## config.mk

```make
export PLATFORM = sky130hd
export DESIGN_NAME = operand_sequencer_flat
export DESIGN_NICKNAME = d
export VERILOG_FILES = /design/src/rtl/operand_sequencer_if.sv /design/src/rtl/operand_sequencer.sv /design/src/flat_wrapper.sv
export SDC_FILE = /design/constraint.sdc
export NUM_CORES = 1
export LEC_CHECK = 0
export CAP_MARGIN = 15
export CORE_MARGIN = 3
export CORE_UTILIZATION = 50
export CTS_BUF_LIST = sky130_fd_sc_hd__clkbuf_8
export DETAILED_ROUTE_END_ITERATION = 6
export DONT_BUFFER_PORTS = 1
export SLEW_MARGIN = 25
export SYNTH_ARGS = -nofsm -noshare
export SYNTH_HDL_FRONTEND = slang
export SYNTH_SLANG_ARGS = --single-unit
```

## constraint.sdc

```tcl
create_clock -name clk -period 3.4 [get_ports clk]
set_input_delay 0.51 -clock clk [delete_from_list [all_inputs] [get_ports clk]]
set_output_delay 0.51 -clock clk [all_outputs]
set_load 0.01 [all_outputs]
```

## src/rtl/operand_sequencer_if.sv

```systemverilog
// Operand bus between the strobe-driven front end and the operand sequencer.
// master drives operand data and control strobes; slave presents operands and status.
interface operand_sequencer_if #(
    parameter int unsigned WIDTH = 4
);
    logic [WIDTH-1:0] din;
    logic             strobe;
    logic             clear;
    logic             ack;
    logic [WIDTH-1:0] a;
    logic [WIDTH-1:0] b;
    logic             valid;
    logic [1:0]       state;

    modport master (
        output din, strobe, clear, ack,
        input  a, b, valid, state
    );

    modport slave (
        input  din, strobe, clear, ack,
        output a, b, valid, state
    );
endinterface

```

## src/rtl/operand_sequencer.sv

```systemverilog
// Captures operand A then B on synchronised strobe rising edges and holds them valid until ack.
// Optional strobe debounce filter: define OPERAND_SEQUENCER_DEBOUNCE_EN.
module operand_sequencer #(
    parameter int unsigned WIDTH           = 4,
    parameter int unsigned SYNC_STAGES     = 2,
    parameter int unsigned DEBOUNCE_CYCLES = 16
) (
    input logic                clk,
    input logic                rst_n,
    operand_sequencer_if.slave bus
);

    typedef enum logic [1:0] {
        IDLE   = 2'b00,
        HAVE_A = 2'b01,
        READY  = 2'b10
    } state_t;

    if (SYNC_STAGES < 2) begin : g_sync_check
        $error("SYNC_STAGES must be at least 2");
    end
    if (DEBOUNCE_CYCLES < 2) begin : g_debounce_check
        $error("DEBOUNCE_CYCLES must be at least 2");
    end

    logic [SYNC_STAGES-1:0] strobe_sync;
    logic [SYNC_STAGES-1:0] clear_sync;
    logic [SYNC_STAGES-1:0] ack_sync;
    logic                   strobe_synced;
    logic                   clear_synced;
    logic                   ack_synced;
    logic                   strobe_filt;
    logic                   strobe_prev;
    logic                   strobe_rise;

    state_t           state_q, state_d;
    logic [WIDTH-1:0] a_q, a_d;
    logic [WIDTH-1:0] b_q, b_d;
    logic             valid_q, valid_d;

    // Synchronisers preset high so a strobe held through reset release is not an edge.
    always_ff @(posedge clk or negedge rst_n) begin
        if (!rst_n) begin
            strobe_sync <= '1;
            clear_sync  <= '1;
            ack_sync    <= '1;
        end else begin
            strobe_sync <= {strobe_sync[SYNC_STAGES-2:0], bus.strobe};
            clear_sync  <= {clear_sync[SYNC_STAGES-2:0], bus.clear};
            ack_sync    <= {ack_sync[SYNC_STAGES-2:0], bus.ack};
        end
    end

    assign strobe_synced = strobe_sync[SYNC_STAGES-1];
    assign clear_synced  = clear_sync[SYNC_STAGES-1];
    assign ack_synced    = ack_sync[SYNC_STAGES-1];

`ifdef OPERAND_SEQUENCER_DEBOUNCE_EN
    localparam int unsigned CNT_W = $clog2(DEBOUNCE_CYCLES);

    logic [CNT_W-1:0] db_cnt;

    // Filter output follows only after DEBOUNCE_CYCLES consecutive clocks at the new level.
    always_ff @(posedge clk or negedge rst_n) begin
        if (!rst_n) begin
            strobe_filt <= 1'b1;
            db_cnt      <= '0;
        end else if (strobe_synced == strobe_filt) begin
            db_cnt <= '0;
        end else if (db_cnt == CNT_W'(DEBOUNCE_CYCLES - 1)) begin
            strobe_filt <= strobe_synced;
            db_cnt      <= '0;
        end else begin
            db_cnt <= db_cnt + CNT_W'(1);
        end
    end
`else
    assign strobe_filt = strobe_synced;
`endif

    always_ff @(posedge clk or negedge rst_n) begin
        if (!rst_n) begin
            strobe_prev <= 1'b1;
        end else begin
            strobe_prev <= strobe_filt;
        end
    end

    assign strobe_rise = strobe_filt & ~strobe_prev;

    always_ff @(posedge clk or negedge rst_n) begin
        if (!rst_n) begin
            state_q <= IDLE;
            a_q     <= '0;
            b_q     <= '0;
            valid_q <= 1'b0;
        end else begin
            state_q <= state_d;
            a_q     <= a_d;
            b_q     <= b_d;
            valid_q <= valid_d;
        end
    end

    // Priority: clear, then ack, then strobe edge; edges seen in READY are dropped.
    always_comb begin
        state_d = state_q;
        a_d     = a_q;
        b_d     = b_q;
        if (clear_synced) begin
            state_d = IDLE;
            a_d     = '0;
            b_d     = '0;
        end else begin
            case (state_q)
                IDLE: begin
                    if (strobe_rise) begin
                        a_d     = bus.din;
                        b_d     = '0;
                        state_d = HAVE_A;
                    end
                end
                HAVE_A: begin
                    if (strobe_rise) begin
                        b_d     = bus.din;
                        state_d = READY;
                    end
                end
                READY: begin
                    if (ack_synced) begin
                        state_d = IDLE;
                    end
                end
                default: state_d = IDLE;
            endcase
        end
        valid_d = (state_d == READY);
    end

    assign bus.a     = a_q;
    assign bus.b     = b_q;
    assign bus.valid = valid_q;
    assign bus.state = state_q;

endmodule

```

## src/flat_wrapper.sv

```systemverilog
// flat-port wrapper written by rule: the top's interface ports become plain ports
module operand_sequencer_flat 
#(
    parameter int unsigned WIDTH           = 4,
    parameter int unsigned SYNC_STAGES     = 2,
    parameter int unsigned DEBOUNCE_CYCLES = 16
)
  (clk, rst_n, bus_din, bus_strobe, bus_clear, bus_ack, bus_a, bus_b, bus_valid, bus_state);
  operand_sequencer_if #(.WIDTH(WIDTH)) bus_i ();
  input logic clk;
  input logic rst_n;
  input wire logic [$bits(bus_i.din)-1:0] bus_din;
  input wire logic [$bits(bus_i.strobe)-1:0] bus_strobe;
  input wire logic [$bits(bus_i.clear)-1:0] bus_clear;
  input wire logic [$bits(bus_i.ack)-1:0] bus_ack;
  output wire logic [$bits(bus_i.a)-1:0] bus_a;
  output wire logic [$bits(bus_i.b)-1:0] bus_b;
  output wire logic [$bits(bus_i.valid)-1:0] bus_valid;
  output wire logic [$bits(bus_i.state)-1:0] bus_state;
  assign bus_i.din = bus_din;
  assign bus_i.strobe = bus_strobe;
  assign bus_i.clear = bus_clear;
  assign bus_i.ack = bus_ack;
  assign bus_a = bus_i.a;
  assign bus_b = bus_i.b;
  assign bus_valid = bus_i.valid;
  assign bus_state = bus_i.state;
  operand_sequencer #(.WIDTH(WIDTH), .SYNC_STAGES(SYNC_STAGES), .DEBOUNCE_CYCLES(DEBOUNCE_CYCLES)) u_core (.clk(clk), .rst_n(rst_n), .bus(bus_i));
endmodule
```

==> results of run 1 <==
[stage by stage]
stage / total power [uW] / util (%) / area (um2)
after floorplan: 258 / - / 687
after global placement: 257 / 56.5 / 678
after detailed placement: 259 / 56.5 / 678
after CTS: 432 / 61.9 / 743
after global routing: 448 / 61.9 / 743
final: 427 / 61.9 / 743
[kinds of logic after synthesis]
family	Yosys count	share of synthesized area, %
flops	18	66.8
simple gates	20	16.4
xor+xnor	1	1.28
compound gates	13	11.7
buf+inv	3	3.82
[power groups by stage]
stage	combinational (uW)	clock, uW	sequential, uW
3_3_place_gp	13.2	0	244
4_1_cts	18.2	173	241
2_1_floorplan	19.8	0	238
5_1_grt	20.1	185	242
3_5_place_dp	14.5	0	245
6_report	17.7	168	241
[sequential cells by signal (all words and copies together), names as in the netlist]
| register | cells |
|---|---|
| u_core.strobe_prev | 1 |
| u_core.bus.b | 4 |
| u_core.clear_sync | 2 |
| u_core.ack_sync | 2 |
| u_core.bus.state | 2 |
| u_core.bus.valid | 1 |
| u_core.bus.a | 4 |
| u_core.strobe_sync | 2 |
[routing by layer]
layer	part of all wire [%]	up-vias	routed length [um]	track usage, %
met3	5.3	5	66	4.66
met5	0	-	0	0
met2	54	14	668	24.3
met1	38	198	474	17.9
li1	-	190	-	-
met4	2.3	0	28	9.04
[layout make-up]
cell class,count,area (um2)
clock buffers,4,55.1
fillers,101,458
multi-input cells,34,201
flip-flops and latches,18,459
well taps,14,17.5
repair buffers,1,10.0
[layout by cell type, fill, tap and decap left out, drive strengths merged]
cell type / n
clkbuf: 4
nor3b: 2
dfstp: 7
nand3: 4
dlygate4sd3: 1
or3b: 1
nor3: 1
o21ai: 4
xnor2: 1
a21oi: 9
nor2b: 1
nor2: 2
nand2: 8
dfrtp: 11
nor4b: 1
[worst paths after layout]
check / end / slack [ns] / cells after the start
max: bus_state[0] / 1.93 / 0
min: u_core.clear_sync[1] / 0.1 / 0
max reg2reg: u_core.bus.a[0] / 1.94 / 3
min reg2reg: u_core.clear_sync[1] / 0.36 / 0
max in group asynchronous: u_core.bus.state[1] / 2.41 / 1
min in group clk: u_core.ack_sync[0] / 0.25 / 0
==> flow_metrics.py, run 1 <==
metrics = {
    "cts": {
        "clock_sinks": 18,
        "clk_latency_ns": 0.25,
        "cts_buffers": 3,
        "cts_resized": 0,
        "cts_root_buf": "clkbuf_8",
        "h-tree-depth": 1,
        "hold_buffers": 1,
        "clk_pin_slew_ns": 0.06,
        "cts.repair_timing.setup_buffer_count": 0,
        "clockBufferDepth": 2,
        "cts_tree": "done",
    },
    "logic_synthesis": {
        "synth_top_area_share_pct": 40.1,
        "synth-edff-count": 0,
        "synth_flop_cell": "dfrtp_1",
        "ys_types": 16,
        "synthCells": 55,
        "synthesis.nets": 64,
        "async_flop_share_pct": 100,
        "synth_most_common_cell": "dfrtp_1",
        "synthesis.area_um2": 687,
        "netlist_top_cells_count": "11 x dfrtp_1, 9 x a21oi_1, 8 x nand2_1",
        "yosys_warnings": 0,
        "ys_top_cells_by_area": "dfrtp_1 40%, dfstp_2 27%, a21oi_1 6.6%",
        "yosysSeqAreaShare_pct": 66.8,
        "yosys_register_bits": 18,
        "avgSynthCellArea_um2": 12.5,
        "synth.largest_area_cell": "dfrtp_1",
    },
    "detailed_routing": {
        "drtIter0Drc": 0,
        "num_vias": 407,
        "routed_wl_mm": 1.24,
        "ant_nets": 0,
        "drc": 0,
        "drt-pass1-iter-count": 1,
        "detail_route.wl_per_cell_um": 17.4,
        "vias_per_cell": 5.73,
    },
    "timing": {
        "whs_ns": 0.0967,
        "setup_viol_count_final": 0,
        "hold_violations": 0,
        "rsz0062_at_grt": "false",
        "skew_ns": 0.00169,
        "tns_ns": 0,
        "drv_slew": 0,
        "timing.final.ws_setup_ns": 1.93,
        "fmax_mhz": 681,
        "min_period_ns": 1.47,
        "worst_pin_slew_ns": 0.579,
        "fin_crit_sh_pct": 43.2,
        "slew-limit-headroom_pct": 61.4,
    },
    "finish": {
        "fin_cells": 71,
        "area_growth_syn_to_layout_pct": 8.20,
        "n_antenna_cell": 0,
        "drive_gt1_share_pct": 29.8,
        "fin_nets": 67,
    },
    "floorplan": {
        "die_w_um": 43.1,
        "die_area_um2": 1850,
        "initial_core_util_pct": 57.2,
        "die_y_um": 43.1,
        "io_pins": 20,
        "rows": 12,
        "core-area_um2": 1200,
    },
    "power_and_ir_drop": {
        "power.density_nw_per_um2": 574,
        "p_sw_uw": 89.8,
        "vdd_drop_max_mv": 0.307,
        "sequentialPowerShare_pct": 56.4,
        "clkPwrFrac_pct": 39.4,
        "p_leak_uw": 0.000302,
        "intPower_uw": 337,
        "comb_power_share_pct": 4.1,
        "netSwitchingFraction_pct": 21.0,
    },
    "global_routing": {
        "grt_overflow_total": 0,
        "grt_max_degree": 14,
        "grt_pass1_vias": 443,
        "antenna_found_initial": 0,
        "grt_pass1_wl_mm": 2.02,
        "grt_use_total_pct": 15.3,
    },
    "setup_path": {
        "critPathMaxFanout": 13,
        "cp-start-kind": "flop",
        "r2r-start": "u_core.strobe_sync[1]",
        "startpoint": "u_core.bus.state[0]",
        "end_kind": "output port",
        "crit_type": "flop to output port",
        "worstPathArrival_ns": 0.96,
        "required_ns": 2.89,
    },
    "place": {
        "post-place-cells": 66,
        "gp_congestion": 0.708,
        "io_buffer_count": 0,
        "dp_slack_ns": 1.95,
        "dp_hpwl_um": 885,
    },
    "worst_hold_path": {
        "hold_path.class": "input pin to async pin",
    },
    "outcome": {
        "outcome": "finished clean",
    },
    "run": {
        "cap_violations": 0,
    },
}
(Power assumes the default switching activity.)
==> run 2: changes to the inputs <==
==> constraint.sdc (replaced) <==
create_clock -name clk -period 1.4 [get_ports clk]
set_input_delay 0.21 -clock clk [delete_from_list [all_inputs] [get_ports clk]]
set_output_delay 0.21 -clock clk [all_outputs]
set_load 0.01 [all_outputs]
==> run 2 against run 1 <==
Against the previous run:
- count of clock-buffer cells in the layout is 1 lower
- critical endpoint is now u_core.bus.a[0]
- combinational power grew to 4.4 times the previous value
- worst setup slack worse by 1.8 ns
- clock skew is 0.0022 ns higher
==> flow_metrics.py, run 2 (synthesis results as in run 1) <==
metrics = {
    "timing": {
        "slew-limit-headroom_pct": 49.8,
        "hold_violations": 0,
        "skew_ns": 0.00390,
        "whs_ns": 0.0888,
        "rsz0062_at_grt": "false",
        "drv_slew": 0,
        "timing.final.ws_setup_ns": 0.108,
        "fmax_mhz": 774,
        "min_period_ns": 1.29,
        "setup_viol_count_final": 0,
        "tns_ns": 0,
        "worst_pin_slew_ns": 0.750,
        "fin_crit_sh_pct": 92.3,
    },
    "setup_path": {
        "required_ns": 1.53,
        "worstPathArrival_ns": 1.42,
        "end_kind": "flop",
        "crit_type": "flop to flop",
        "critPathMaxFanout": 8,
        "cp-start-kind": "flop",
    },
    "place": {
        "gp_congestion": 0.703,
        "post-place-cells": 69,
        "dp_slack_ns": 0.0150,
        "dp_hpwl_um": 861,
        "io_buffer_count": 0,
    },
    "floorplan": {
        "die_area_um2": 1850,
        "rows": 12,
        "initial_core_util_pct": 57.2,
        "die_y_um": 43.1,
        "die_w_um": 43.1,
        "io_pins": 20,
        "core-area_um2": 1200,
    },
    "run": {
        "cap_violations": 0,
    },
    "finish": {
        "final_util_pct": 66.9,
        "layout_commonest_cell": "dfrtp_1",
        "n_antenna_cell": 0,
        "fin_cells": 77,
        "fin_nets": 73,
        "area_growth_syn_to_layout_pct": 16.9,
        "drive_gt1_share_pct": 31.7,
        "most-common-layout-cells": "11 x dfrtp_1, 9 x a21oi_1, 8 x nand2_1",
    },
    "cts": {
        "clock_sinks": 18,
        "cts_buffers": 3,
        "cts_tree": "done",
        "cts.repair_timing.setup_buffer_count": 0,
        "cts_root_buf": "clkbuf_8",
        "clk_pin_slew_ns": 0.06,
        "h-tree-depth": 1,
        "clockBufferDepth": 2,
        "clk_latency_ns": 0.25,
    },
    "detailed_routing": {
        "drt-pass1-iter-count": 4,
        "detail_route.wl_per_cell_um": 14.8,
        "ant_nets": 0,
        "num_vias": 421,
        "drc": 0,
        "routed_wl_mm": 1.14,
        "vias_per_cell": 5.47,
        "drtIter0Drc": 5,
    },
    "power_and_ir_drop": {
        "p_leak_uw": 0.000334,
        "power.density_nw_per_um2": 1250,
        "vdd_drop_max_mv": 0.743,
    },
    "global_routing": {
        "grt_max_degree": 19,
        "grt_pass1_wl_mm": 1.88,
        "antenna_found_initial": 0,
        "grt_pass1_vias": 413,
        "grt_use_total_pct": 14.0,
        "grt_overflow_total": 0,
    },
    "worst_hold_path": {
        "hold_path.class": "input pin to flop",
    },
    "outcome": {
        "outcome": "finished clean",
    },
}
run 2: worst paths after layout:
path / startpoint / endpoint / slack, ns / cells after the start
setup / recovery: u_core.strobe_sync[1] / u_core.bus.a[0] / 0.11 / 3
hold / removal: bus_din[3] / u_core.bus.a[3] / 0.09 / 2
setup reg to reg: u_core.strobe_sync[1] / u_core.bus.a[0] / 0.11 / 3
hold reg to reg: u_core.strobe_sync[0] / u_core.strobe_sync[1] / 0.35 / 0
max in group asynchronous: rst_n / u_core.bus.state[0] / 0.46 / 1
min in group asynchronous: rst_n / u_core.bus.a[3] / 0.47 / 1
run 2: cell type report:
class | count | area [um2]
Clock buffer | 3 | 41.3
Timing Repair Buffer | 7 | 62.6
Clock inverter | 1 | 3.75
Fill cell | 89 | 398
Multi-Input combinational cell | 34 | 219
Sequential cell | 18 | 459
Tap cell | 14 | 17.5
run 2: critical path, cell delays in order (launching register included):
cell and delay [ns]:
dfstp_2 0.52, or3b_4 0.44, o21ai_2 0.14, a21oi_1 0.08
run 2: power breakdown:
part	switching [uW]	internal [uW]	total (uW)	leakage, uW
clock network	157	194	351	0.0000269
logic	43.0	34.5	77.5	0.0000823
registers	23.1	550	573	0.000225
run 2: what timing repair did:
item / 4_1_cts / 5_1_grt
endpoints found under the hold margin: 21 / 0
gates resized for setup: 0 / 3
hold buffers: 4 / 0
setup endpoints to repair: 0 / 5
run 2: routing by layer:
| layer | wire [um] | GRT usage [%] |
|---|---|---|
| met1 | 464 | 17.2 |
| met2 | 575 | 22.2 |
| met3 | 85 | 5.51 |
| met4 | 17 | 5.42 |
| met5 | 0 | 0 |
run 2: metrics by stage:
step                      total power (uW)  cell area, um2
final                                 1000             803
after floorplan                        626             687
after detailed placement               635             701
after global routing                  1060             803
after global placement                 632             701
after CTS                             1010             786
==> run 3: changes to the inputs <==
--- a/config.mk
+++ b/config.mk
@@ -11,6 +11,7 @@
 export CTS_BUF_LIST = sky130_fd_sc_hd__clkbuf_8
 export DETAILED_ROUTE_END_ITERATION = 6
 export DONT_BUFFER_PORTS = 1
+export HOLD_SLACK_MARGIN = 0.02
 export SLEW_MARGIN = 25
 export SYNTH_ARGS = -nofsm -noshare
 export SYNTH_HDL_FRONTEND = slang
==> results of run 3 <==
Same layout as run 2: the final DEF is identical, and so are final timing and power.
